### src/rtl/fir_pkg.sv
// Shared types and constants for the FIR sample feeder.
//   sample_t             : one IEEE-754 single-precision sample, carried as raw bits
//   feeder_state_t       : feeder stream state (ACCEPT -> DRAIN -> DONE)
//   FEEDER_DEPTH_DEFAULT : default FIFO depth
package fir_pkg;

    typedef logic [31:0] sample_t;

    typedef enum logic [1:0] {
        ACCEPT,
        DRAIN,
        DONE
    } feeder_state_t;

    localparam int unsigned FEEDER_DEPTH_DEFAULT = 16;

endpackage

### src/rtl/sync_fifo.sv
// Synchronous circular FIFO with show-ahead head output.
//   clk, rst      : clock, asynchronous active-low reset
//   i_clear       : synchronous flush
//   i_wr/i_wr_data: push (caller guarantees !o_full)
//   i_rd          : pop  (caller guarantees !o_empty)
//   o_head        : sample at the read pointer
//   o_full/o_empty/o_level : occupancy status
module sync_fifo #(
    parameter int unsigned WIDTH = 32,
    parameter int unsigned DEPTH = 16
) (
    input  logic                     clk,
    input  logic                     rst,
    input  logic                     i_clear,
    input  logic                     i_wr,
    input  logic [WIDTH-1:0]         i_wr_data,
    input  logic                     i_rd,
    output logic [WIDTH-1:0]         o_head,
    output logic                     o_full,
    output logic                     o_empty,
    output logic [$clog2(DEPTH):0]   o_level
);

    localparam int unsigned AW = $clog2(DEPTH);

    // Pointers carry one extra MSB so full and empty are distinguishable.
    logic [AW:0]      r_wr_ptr;
    logic [AW:0]      r_rd_ptr;
    logic [WIDTH-1:0] r_mem [DEPTH];
    logic [AW:0]      w_level;

    always_ff @(posedge clk or negedge rst) begin
        if (!rst) begin
            r_wr_ptr <= '0;
            r_rd_ptr <= '0;
        end else if (i_clear) begin
            r_wr_ptr <= '0;
            r_rd_ptr <= '0;
        end else begin
            if (i_wr) r_wr_ptr <= r_wr_ptr + 1'b1;
            if (i_rd) r_rd_ptr <= r_rd_ptr + 1'b1;
        end
    end

    // Storage needs no reset: stale entries are unreachable once pointers clear.
    always_ff @(posedge clk) begin
        if (i_wr) r_mem[r_wr_ptr[AW-1:0]] <= i_wr_data;
    end

    assign w_level = r_wr_ptr - r_rd_ptr;
    assign o_level = w_level;
    assign o_full  = (w_level == (AW+1)'(DEPTH));
    assign o_empty = (w_level == '0);
    assign o_head  = r_mem[r_rd_ptr[AW-1:0]];

endmodule

### src/rtl/fir_sample_feeder.sv
// Upstream feeder for the FIR filter: buffers samples from a valid/ready source
// and answers each fir_next pulse with the next sample on fir_in.
//   clk, rst                        : clock, asynchronous active-low reset
//   clear                           : synchronous flush (fir_in is kept)
//   s_data/s_valid/s_last/s_ready   : source stream
//   fir_next/fir_in/fir_stop        : FIR request, sample and end-of-stream
//   underrun/level/sent             : debug status
// DEPTH must be a power of two, at least 2.
module fir_sample_feeder
    import fir_pkg::*;
#(
    parameter int unsigned WIDTH = 32,
    parameter int unsigned DEPTH = FEEDER_DEPTH_DEFAULT,
    parameter int unsigned CNT_W = 16
) (
    input  logic                   clk,
    input  logic                   rst,
    input  logic                   clear,
    input  logic [WIDTH-1:0]       s_data,
    input  logic                   s_valid,
    input  logic                   s_last,
    output logic                   s_ready,
    input  logic                   fir_next,
    output logic [WIDTH-1:0]       fir_in,
    output logic                   fir_stop,
    output logic                   underrun,
    output logic [$clog2(DEPTH):0] level,
    output logic [CNT_W-1:0]       sent
);

    feeder_state_t    r_state;
    feeder_state_t    w_state_d;
    logic             r_alive;     // holds s_ready low until the first edge after reset
    logic [WIDTH-1:0] r_fir_in;
    logic             r_underrun;
    logic [CNT_W-1:0] r_sent;

    logic             w_full;
    logic             w_empty;
    logic [WIDTH-1:0] w_head;
    logic             w_wr;
    logic             w_pop;
    logic             w_underrun_set;

    sync_fifo #(
        .WIDTH (WIDTH),
        .DEPTH (DEPTH)
    ) u_fifo (
        .clk       (clk),
        .rst       (rst),
        .i_clear   (clear),
        .i_wr      (w_wr),
        .i_wr_data (s_data),
        .i_rd      (w_pop),
        .o_head    (w_head),
        .o_full    (w_full),
        .o_empty   (w_empty),
        .o_level   (level)
    );

    always_ff @(posedge clk or negedge rst) begin
        if (!rst) r_state <= ACCEPT;
        else      r_state <= w_state_d;
    end

    always_comb begin
        w_state_d      = r_state;
        w_pop          = 1'b0;
        w_underrun_set = 1'b0;
        s_ready        = !w_full && (r_state == ACCEPT) && !clear && r_alive;
        w_wr           = s_valid && s_ready;

        // Requests are ignored once the stream is done.
        if (fir_next && (r_state != DONE) && !clear) begin
            if (!w_empty)                w_pop          = 1'b1;
            else if (r_state == ACCEPT)  w_underrun_set = 1'b1;
            else                         w_state_d      = DONE;
        end

        if (w_wr && s_last) w_state_d = DRAIN;
        if (clear)          w_state_d = ACCEPT;
    end

    always_ff @(posedge clk or negedge rst) begin
        if (!rst) begin
            r_alive    <= 1'b0;
            r_fir_in   <= '0;
            r_underrun <= 1'b0;
            r_sent     <= '0;
        end else begin
            r_alive <= 1'b1;
            if (clear) begin
                r_underrun <= 1'b0;
                r_sent     <= '0;
            end else begin
                if (w_pop) begin
                    r_fir_in <= w_head;
                    if (r_sent != {CNT_W{1'b1}}) r_sent <= r_sent + 1'b1;
                end
                if (w_underrun_set) r_underrun <= 1'b1;
            end
        end
    end

    assign fir_in   = r_fir_in;
    assign fir_stop = (r_state == DONE);
    assign underrun = r_underrun;
    assign sent     = r_sent;

endmodule

### config.mk
export PLATFORM = sky130hd
export DESIGN_NAME = fir_sample_feeder
export DESIGN_NICKNAME = d
export VERILOG_FILES = /design/src/rtl/fir_pkg.sv /design/src/rtl/sync_fifo.sv /design/src/rtl/fir_sample_feeder.sv
export SDC_FILE = /design/constraint.sdc
export NUM_CORES = 1
export LEC_CHECK = 0
export ABC_AREA = 1
export CAP_MARGIN = 40
export CORE_AREA = 3 3 247 249
export DETAILED_ROUTE_END_ITERATION = 8
export DIE_AREA = 0 0 250 252
export PLACE_DENSITY = 0.65
export RECOVER_POWER = 50
export SKIP_LAST_GASP = 1
export SYNTH_ARGS = -nofsm -noshare
export SYNTH_HDL_FRONTEND = slang
export SYNTH_SLANG_ARGS = --single-unit
### constraint.sdc
create_clock -name clk -period 8.5 [get_ports clk]
set_input_delay 1.7 -clock clk [delete_from_list [all_inputs] [get_ports clk]]
set_output_delay 1.7 -clock clk [all_outputs]
set_load 0.05 [all_outputs]
==> summary.txt, run 1 <==
STA
  – Final hold vios: 0
  – Slew Viols, Final: 94
  – Final setup vio count: 0
  – Fmax: 151 MHz
  – Final period util: 77.7%
  – Worst-margin pin slew: 2.01 ns
  – RSZ-0062 raised after global routing: no
  – Worst Skew: 0.0111 ns
  – Max-slew headroom: -34.0%
  – Setup TNS: 0 ns
  – Minimum clock period: 6.61 ns

Setup path
  – Crit end category: output pin
  – Crit path cell chain: buf_4 > clkinv_1 > clkbuf_1 > ha_1 > nand3_1 > nand2_1 > nand2_1 > nand2_1 > nand3_1 > and2_1 > clkdlybuf4s50_1
  – Critical Path Source: u_fifo.r_rd_ptr[2]$_DFFE_PN0P_
  – Slowest cell on the critical path: clkbuf_1
  – CP max FO: 37
  – Cell mode on critical path: nand2_1
  – Max incr delay on CP: 1.31 ns
  – WS Path Type: reg2out
  – Critical R2R Launch: u_fifo.r_rd_ptr[2]$_DFFE_PN0P_
  – Crit path DAT: 4.91 ns
  – Required time worst endpoint: 6.80 ns
  – Startpoint types: flop

Yosys
  – Syn Inst Count: 1968
  – Post-Syn Nets: 2017
  – Post-synthesis mux area share: 0%
  – Ys Warns: 0
  – Post-synth EDFFs: 512
  – #FFs+latches synth: 574
  – Largest family of logic cells by synthesized area: simple AND/OR/NAND/NOR gates
  – Syn avg cell area: 11.9 sq um
  – Synth top area cells: edfxtp_1 65%, dfrtp_1 6.6%, nor2_1 5.8%, nand2_1 5.1%, o21ai_0 4.6%
  – Top cells by count, synth: 512 x edfxtp_1, 362 x nor2_1, 319 x nand2_1
  – Share of synthesized registers carrying an async set or reset: 10.8%
  – Post-Synth Adder-Cell Area: 0.617%
  – Count leader, synth: edfxtp_1
  – Xor/xnor cell area share of the yosys netlist: 0.633%
  – Simple logic cell fraction of the synthesized area: 13.3%
  – Yosys cell types: 37
  – Sequential share of the synthesized area: 72.0%
  – Synthesized area: 23500 sq um
  – Main synth FF type: edfxtp_1
  – Yosys top cell by area: edfxtp_1
  – Top-area cell type share of the netlist area: 65.4%
  – Synth Area in Compound Gates: 9.48%

Outcome
  – Failing checks: max-capacitance violations, max-slew violations
  – Status: finished with violations

Worst hold path
  – Min-Delay Path Class: reg2reg
  – Min-Delay Startpoint: fir_in[8]$_DFFE_PN0P_

Floorplan
  – Die Wd: 250 um
  – Die ar.: 63000 sq um
  – Die Ht: 252 um
  – Ports: 94
  – # rows: 89
  – Starting density of the core: 39.9%
  – Core area: 58900 sq um

Pwr
  – Share of power burned in registers: 41.8%
  – Net Sw Frac: 33.7%
  – Peak VDD IR: 218 uV
  – Power share of the clock group: 31.4%
  – Leakage power: 9.44 nW
  – Switching pwr: 2.68 mW
  – Internal cell power: 5.27 mW
  – PD cells: 294 nW/um^2
  – Comb pwr share: 26.8%

Clock network
  – CTS tree: yes
  – Clk_lat worst skew: 0.61 ns
  – H-tree depth: 2
  – CTS resizes: 0
  – Post-CTS Setup Bufs: 0
  – Clock-pin slew on the worst setup and hold paths: 0.06 ns
  – Clock Tree Buf Depth: 3
  – Clk sink count: 574
  – Root buffer cell: clkbuf_16
  – Total CTS buffers: 57
  – Post-CTS Hold Buffers: 0

GRT
  – First-pass GRT wire length: 84.5 mm
  – Largest net degree at the start of global routing: 126
  – Aggregate global routing overflow: 0
  – Global Route Usage Sum: 17.0%
  – Initial antenna violation count: 3
  – Number of global-route vias before repair: 15.0k

Final layout
  – Footprint of the multi-input gates: 5750 sq um
  – Post-layout nets: 2087
  – Reg area: 16900 sq um
  – Fillers: 5141
  – Non-filler cells, final: 2860
  – Syn-to-layout area delta: 15.1%
  – Ratio of cells with drive above 1 in the final layout: 7.19%

Detailed routing
  – Final wirelength: 54.3 mm
  – Post-route ant nets: 0
  – Vias/cell: 5.26
  – Average wire per standard cell: 19.0 um
  – DRC Markers: 0
  – Routed via count: 15.0k
  – Initial DRT Pass Iterations: 6
  – Drt initial violations: 1325

Run
  – Max cap viols: 3

Placed design
  – Placed cells: 2752
  – Final GP Congestion: 0.865
  – PortBufs: 93
  – DPL Wire Length: 30.2 mm
power groups by stage:
stage	clock [mW]	combinational, mW	sequential [mW]
floorplan	0	1.37	3.57
global placement	0	2.09	3.38
detailed placement	0	2.17	3.38
CTS	2.54	2.18	3.33
global route	2.65	2.37	3.34
finish	2.50	2.13	3.32
routing by layer:
metal | GRT usage (%) | vias to the layer above | routed length (um)
met5 | 0 | - | 27
met4 | 6.02 | 4 | 1330
met3 | 2.70 | 96 | 3020
met2 | 29.4 | 462 | 27100
met1 | 21.8 | 7375 | 22900
li1 | - | 7093 | -
sequential cells by signal, indices dropped and copies added (netlist names):
register and flops:
sent 16, u_fifo.r_wr_ptr 5, r_state 2, underrun 1
fir_in 32, u_fifo.r_mem 512, u_fifo.r_rd_ptr 5, r_alive 1
cell usage in the layout, fill, tap and decap left out, types with 3 or more instances in the layout:
| master | instances |
|---|---|
| edfxtp_1 | 512 |
| nor2_1 | 360 |
| nand2_1 | 319 |
| o21ai_0 | 215 |
| nand3_1 | 73 |
| o22ai_1 | 64 |
| o211ai_1 | 64 |
| dfrtp_1 | 59 |
| clkbuf_16 | 57 |
| inv_1 | 55 |
| dlygate4sd3_1 | 55 |
| o21ai_1 | 47 |
| clkdlybuf4s50_1 | 37 |
| buf_4 | 26 |
| clkbuf_1 | 17 |
| clkinv_1 | 16 |
| nor3_2 | 15 |
| xor2_1 | 13 |
| ha_1 | 10 |
| clkinv_2 | 10 |
| bufinv_16 | 6 |
| a21oi_1 | 4 |
| xnor2_1 | 4 |
| inv_6 | 4 |
| buf_16 | 4 |
| inv_2 | 3 |
| nor3_1 | 3 |
| nand2_2 | 3 |
| clkinvlp_4 | 3 |
| clkbuf_8 | 3 |
worst max-delay path, delay by kind of cell (launching register included):
family	cells	cell delay, ns
adders and majority gates	1	0.49
and+or+nand+nor	6	0.72
buffers and inverters	4	2.65
DFF	1	0.38
through the flow:
step                      area, sq um  power, mW  utilization, %  hold WS [ns]  setup WS, ns
after floorplan                 23500       4.94               -         0.533          3.21
after global placement          25000       5.47            42.5         0.465          2.20
after detailed placement        25200       5.55            42.8         0.472          2.69
after CTS                       27100       8.05            46.0         0.488          2.59
after global routing            27100       8.36            45.9         0.492          1.62
final                           27100       7.95            45.9         0.476          1.89
cell families (layout without fill, tap and decap cells):
kind of cell / after synthesis / in the layout
and+or+nand+nor: 786 / 786
other: 1 / 2
xor gates and xnor gates: 17 / 17
buffers and inverters: 183 / 301
adders and majority gates: 11 / 11
AOI/OAI and AO/OA: 396 / 396
DFF: 574 / 574
worst paths after layout:
path | end | slack (ns) | depth (start not counted)
setup / recovery | s_ready | 1.89 | 11
hold / removal | fir_in[8]$_DFFE_PN0P_ | 0.48 | 2
setup reg to reg | u_fifo.r_mem[8][4]$_DFFE_PP_ | 3.50 | 13
hold reg to reg | fir_in[8]$_DFFE_PN0P_ | 0.48 | 2
max in group asynchronous | fir_in[1]$_DFFE_PN0P_ | 4.18 | 2
min in group asynchronous | sent[12]$_DFFE_PN0P_ | 1.65 | 1
cell type report:
type / instances / area share (%)
flip-flops and latches: 574 / 62.6
multi-input cells: 1211 / 21.2
clock buffers: 74 / 5.62
repair buffers: 128 / 4.76
well taps: 773 / 3.57
clock inverters: 33 / 1.26
inverters: 66 / 0.934
diodes: 1 / 0.00925
Power figures use the tool's default switching activity.
==> inputs of run 2 (changes only) <==
- clock period: 8.5 -> 6.6 ns (I/O delays scaled with it)
==> run 2 against run 1 <==
  * The flow still finishes with violations (max-capacitance violations, max-slew violations)
  * Core utilization shrank 0.18 points
  * Global-route usage rose by 0.26 points
  * Count of clock-buffer cells in the layout is 3 lower
  * Final area down 0.39%
  * Wire length rose by 1.2%
  * Sequential cell count did not move
  * Total power rose by 28%
==> summary.txt, run 2 (same netlist as run 1, synthesis figures left out) <==
Floorplan
  – Starting density of the core: 39.9% (unchanged)
  – Ports: 94 (unchanged)
  – Die Ht: 252 um (unchanged)
  – Die Wd: 250 um (unchanged)
  – Die ar.: 63000 sq um (unchanged)
  – Core area: 58900 sq um (unchanged)
  – # rows: 89 (unchanged)

Final layout
  – Ant diodes: 0 (-1)
  – Footprint of the multi-input gates: 5740 sq um (-0.17%)
  – Post-layout nets: 2086 (-0.048%)
  – Syn-to-layout area delta: 14.6%
  – Number of flip-flops in the largest register: 512 (unchanged)
  – Reg area: 16900 sq um (about the same)
  – Ratio of cells with drive above 1 in the final layout: 7.02% (-0.17 points)
  – Most frequent cells in the layout: 512 x edfxtp_1, 360 x nor2_1, 321 x nand2_1
  – Non-filler cells, final: 2853 (-0.24%)
  – Most common cell after layout, fill and taps aside: edfxtp_1
  – Fillers: 5158 (+0.33%)

Setup path
  – Worst r2r path cells: 11 (-2)
  – Startpoint types: flop
  – Critical R2R Launch: u_fifo.r_rd_ptr[1]$_DFFE_PN0P_
  – Slowest cell on the critical path: dfrtp_1
  – Crit end category: output pin
  – Max incr delay on CP: 1.33 ns (+0.02 ns)
  – R2R Setup Slk: 1.95 ns (-1.55 ns)
  – R2r endpoint: u_fifo.r_mem[4][23]$_DFFE_PP_
  – WS Path Type: reg2out
  – Cell mode on critical path: nand2_1
  – CP max FO: 38 (+2.7%)
  – Required time worst endpoint: 5.28 ns (-1.52 ns)
  – Crit path cell chain: fa_1 > inv_1 > nand3_1 > nand2_1 > nand2_1 > nand2_1 > nand3_1 > and2_1 > clkdlybuf4s50_1
  – Crit path DAT: 3.89 ns (-1.02 ns)

GRT
  – Global Route Usage Sum: 17.3% (+0.26 points)
  – Largest net degree at the start of global routing: 86 (-32%)
  – Number of global-route vias before repair: 15.0k (-0.067%)
  – First-pass GRT wire length: 86.0 mm (+1.7%)
  – Aggregate global routing overflow: 0 (unchanged)
  – Initial antenna violation count: 0 (-3)

Detailed routing
  – Routed via count: 15.1k (+0.37%)
  – Drt initial violations: 1415 (+6.8%)
  – Final wirelength: 55.0 mm (+1.2%)
  – Vias/cell: 5.29 (+0.61%)
  – DRC Markers: 0 (unchanged)
  – Initial DRT Pass Iterations: 5 (-1)
  – Post-route ant nets: 0 (unchanged)
  – Average wire per standard cell: 19.3 um (+1.4%)

Placed design
  – DPL Wire Length: 29.9 mm (-1.0%)
  – Placed cells: 2752 (unchanged)
  – PortBufs: 93 (unchanged)
  – Final GP Congestion: 0.834 (-3.7%)

Run
  – Max cap viols: 2 (-1)

Worst hold path
  – Min-Delay Path Class: reg2reg
  – Hold path depth: 2 (unchanged)
  – Min-Delay Startpoint: fir_in[3]$_DFFE_PN0P_
  – Worst Hold Endpoint: fir_in[3]$_DFFE_PN0P_

Clock network
  – Clk sink count: 574 (unchanged)
  – Clock Tree Buf Depth: 3 (unchanged)
  – H-tree depth: 2 (unchanged)
  – Clock-pin slew on the worst setup and hold paths: 0.06 ns (about the same)
  – Root buffer cell: clkbuf_16
  – Clk_lat worst skew: 0.61 ns (about the same)
  – CTS resizes: 0 (unchanged)
  – Total CTS buffers: 56 (-1.8%)
  – Post-CTS Setup Bufs: 0 (unchanged)
  – CTS tree: yes
  – Post-CTS Hold Buffers: 0 (unchanged)

Outcome
  – Status: finished with violations
  – Failing checks: max-capacitance violations, max-slew violations

Pwr
  – Leakage power: 9.40 nW (-0.42%)
  – Peak VDD IR: 212 uV (-2.9%)
  – PD cells: 378 nW/um^2 (+29%)

STA
  – Worst Skew: 0.0239 ns (+0.0128 ns)
  – Final hold vios: 0 (unchanged)
  – Final period util: 78.9%
  – Max-slew headroom: -34.4% (-0.48 points)
  – Slew Viols, Final: 65 (-31%)
  – Final setup vio count: 0 (unchanged)
  – Fmax: 192 MHz
  – Setup TNS: 0 ns (unchanged)
  – Worst-margin pin slew: 2.02 ns (+0.00727 ns)
  – Minimum clock period: 5.21 ns
  – RSZ-0062 raised after global routing: no
==> run 2: how the worst max path moves through the flow <==
| stage | startpoint | to |
|---|---|---|
| global placement | clear | s_ready |
| CTS | clear | s_ready |
| global route | u_fifo.r_rd_ptr[1]$_DFFE_PN0P_ | s_ready |
| detailed placement | clear | s_ready |
| floorplan | u_fifo.r_rd_ptr[2]$_DFFE_PN0P_ | u_fifo.r_mem[3][0]$_DFFE_PP_ |
| finish | u_fifo.r_rd_ptr[1]$_DFFE_PN0P_ | s_ready |
==> run 2: worst max-delay path, delay by kind of cell (launching register included) <==
| family | cells | cell delay [ns] |
|---|---|---|
| flops | 1 | 1.33 |
| fa+ha+maj | 1 | 0.44 |
| buf+inv | 2 | 0.86 |
| simple gates | 6 | 0.64 |
==> run 2: through the flow <==
step / power (mW) / hold slack (ns) / instance area (sq um) / utilization, % / worst slack [ns]
floorplan: 6.36 / 0.533 / 23500 / - / 1.31
global placement: 7.05 / 0.465 / 25100 / 42.5 / 1.59
detailed placement: 7.16 / 0.465 / 25200 / 42.7 / 1.59
CTS: 10.3 / 0.483 / 27000 / 45.8 / 1.58
global route: 10.7 / 0.501 / 26900 / 45.7 / 1.17
finish: 10.2 / 0.473 / 26900 / 45.7 / 1.39
==> run 2: routing by layer <==
layer / track usage [%] / wire, um
met4: 5.44 / 1500
met1: 22.7 / 24000
met5: 0 / 0
met2: 29.7 / 26600
met3: 2.59 / 2920
==> run 2: cell type report <==
type	count	share of cell area, %
Tap cell	773	3.59
Clock buffer	71	5.71
Timing Repair Buffer	128	4.62
Multi-Input combinational cell	1211	21.3
Sequential cell	574	62.8
Inverter	66	0.938
Clock inverter	30	1.02
==> run 2: power by group <==
group / total (mW) / internal, mW / switching [mW]
sequential: 4.21 / 4.09 / 0.117
clock: 3.16 / 1.83 / 1.33
combinational: 2.83 / 0.842 / 1.99
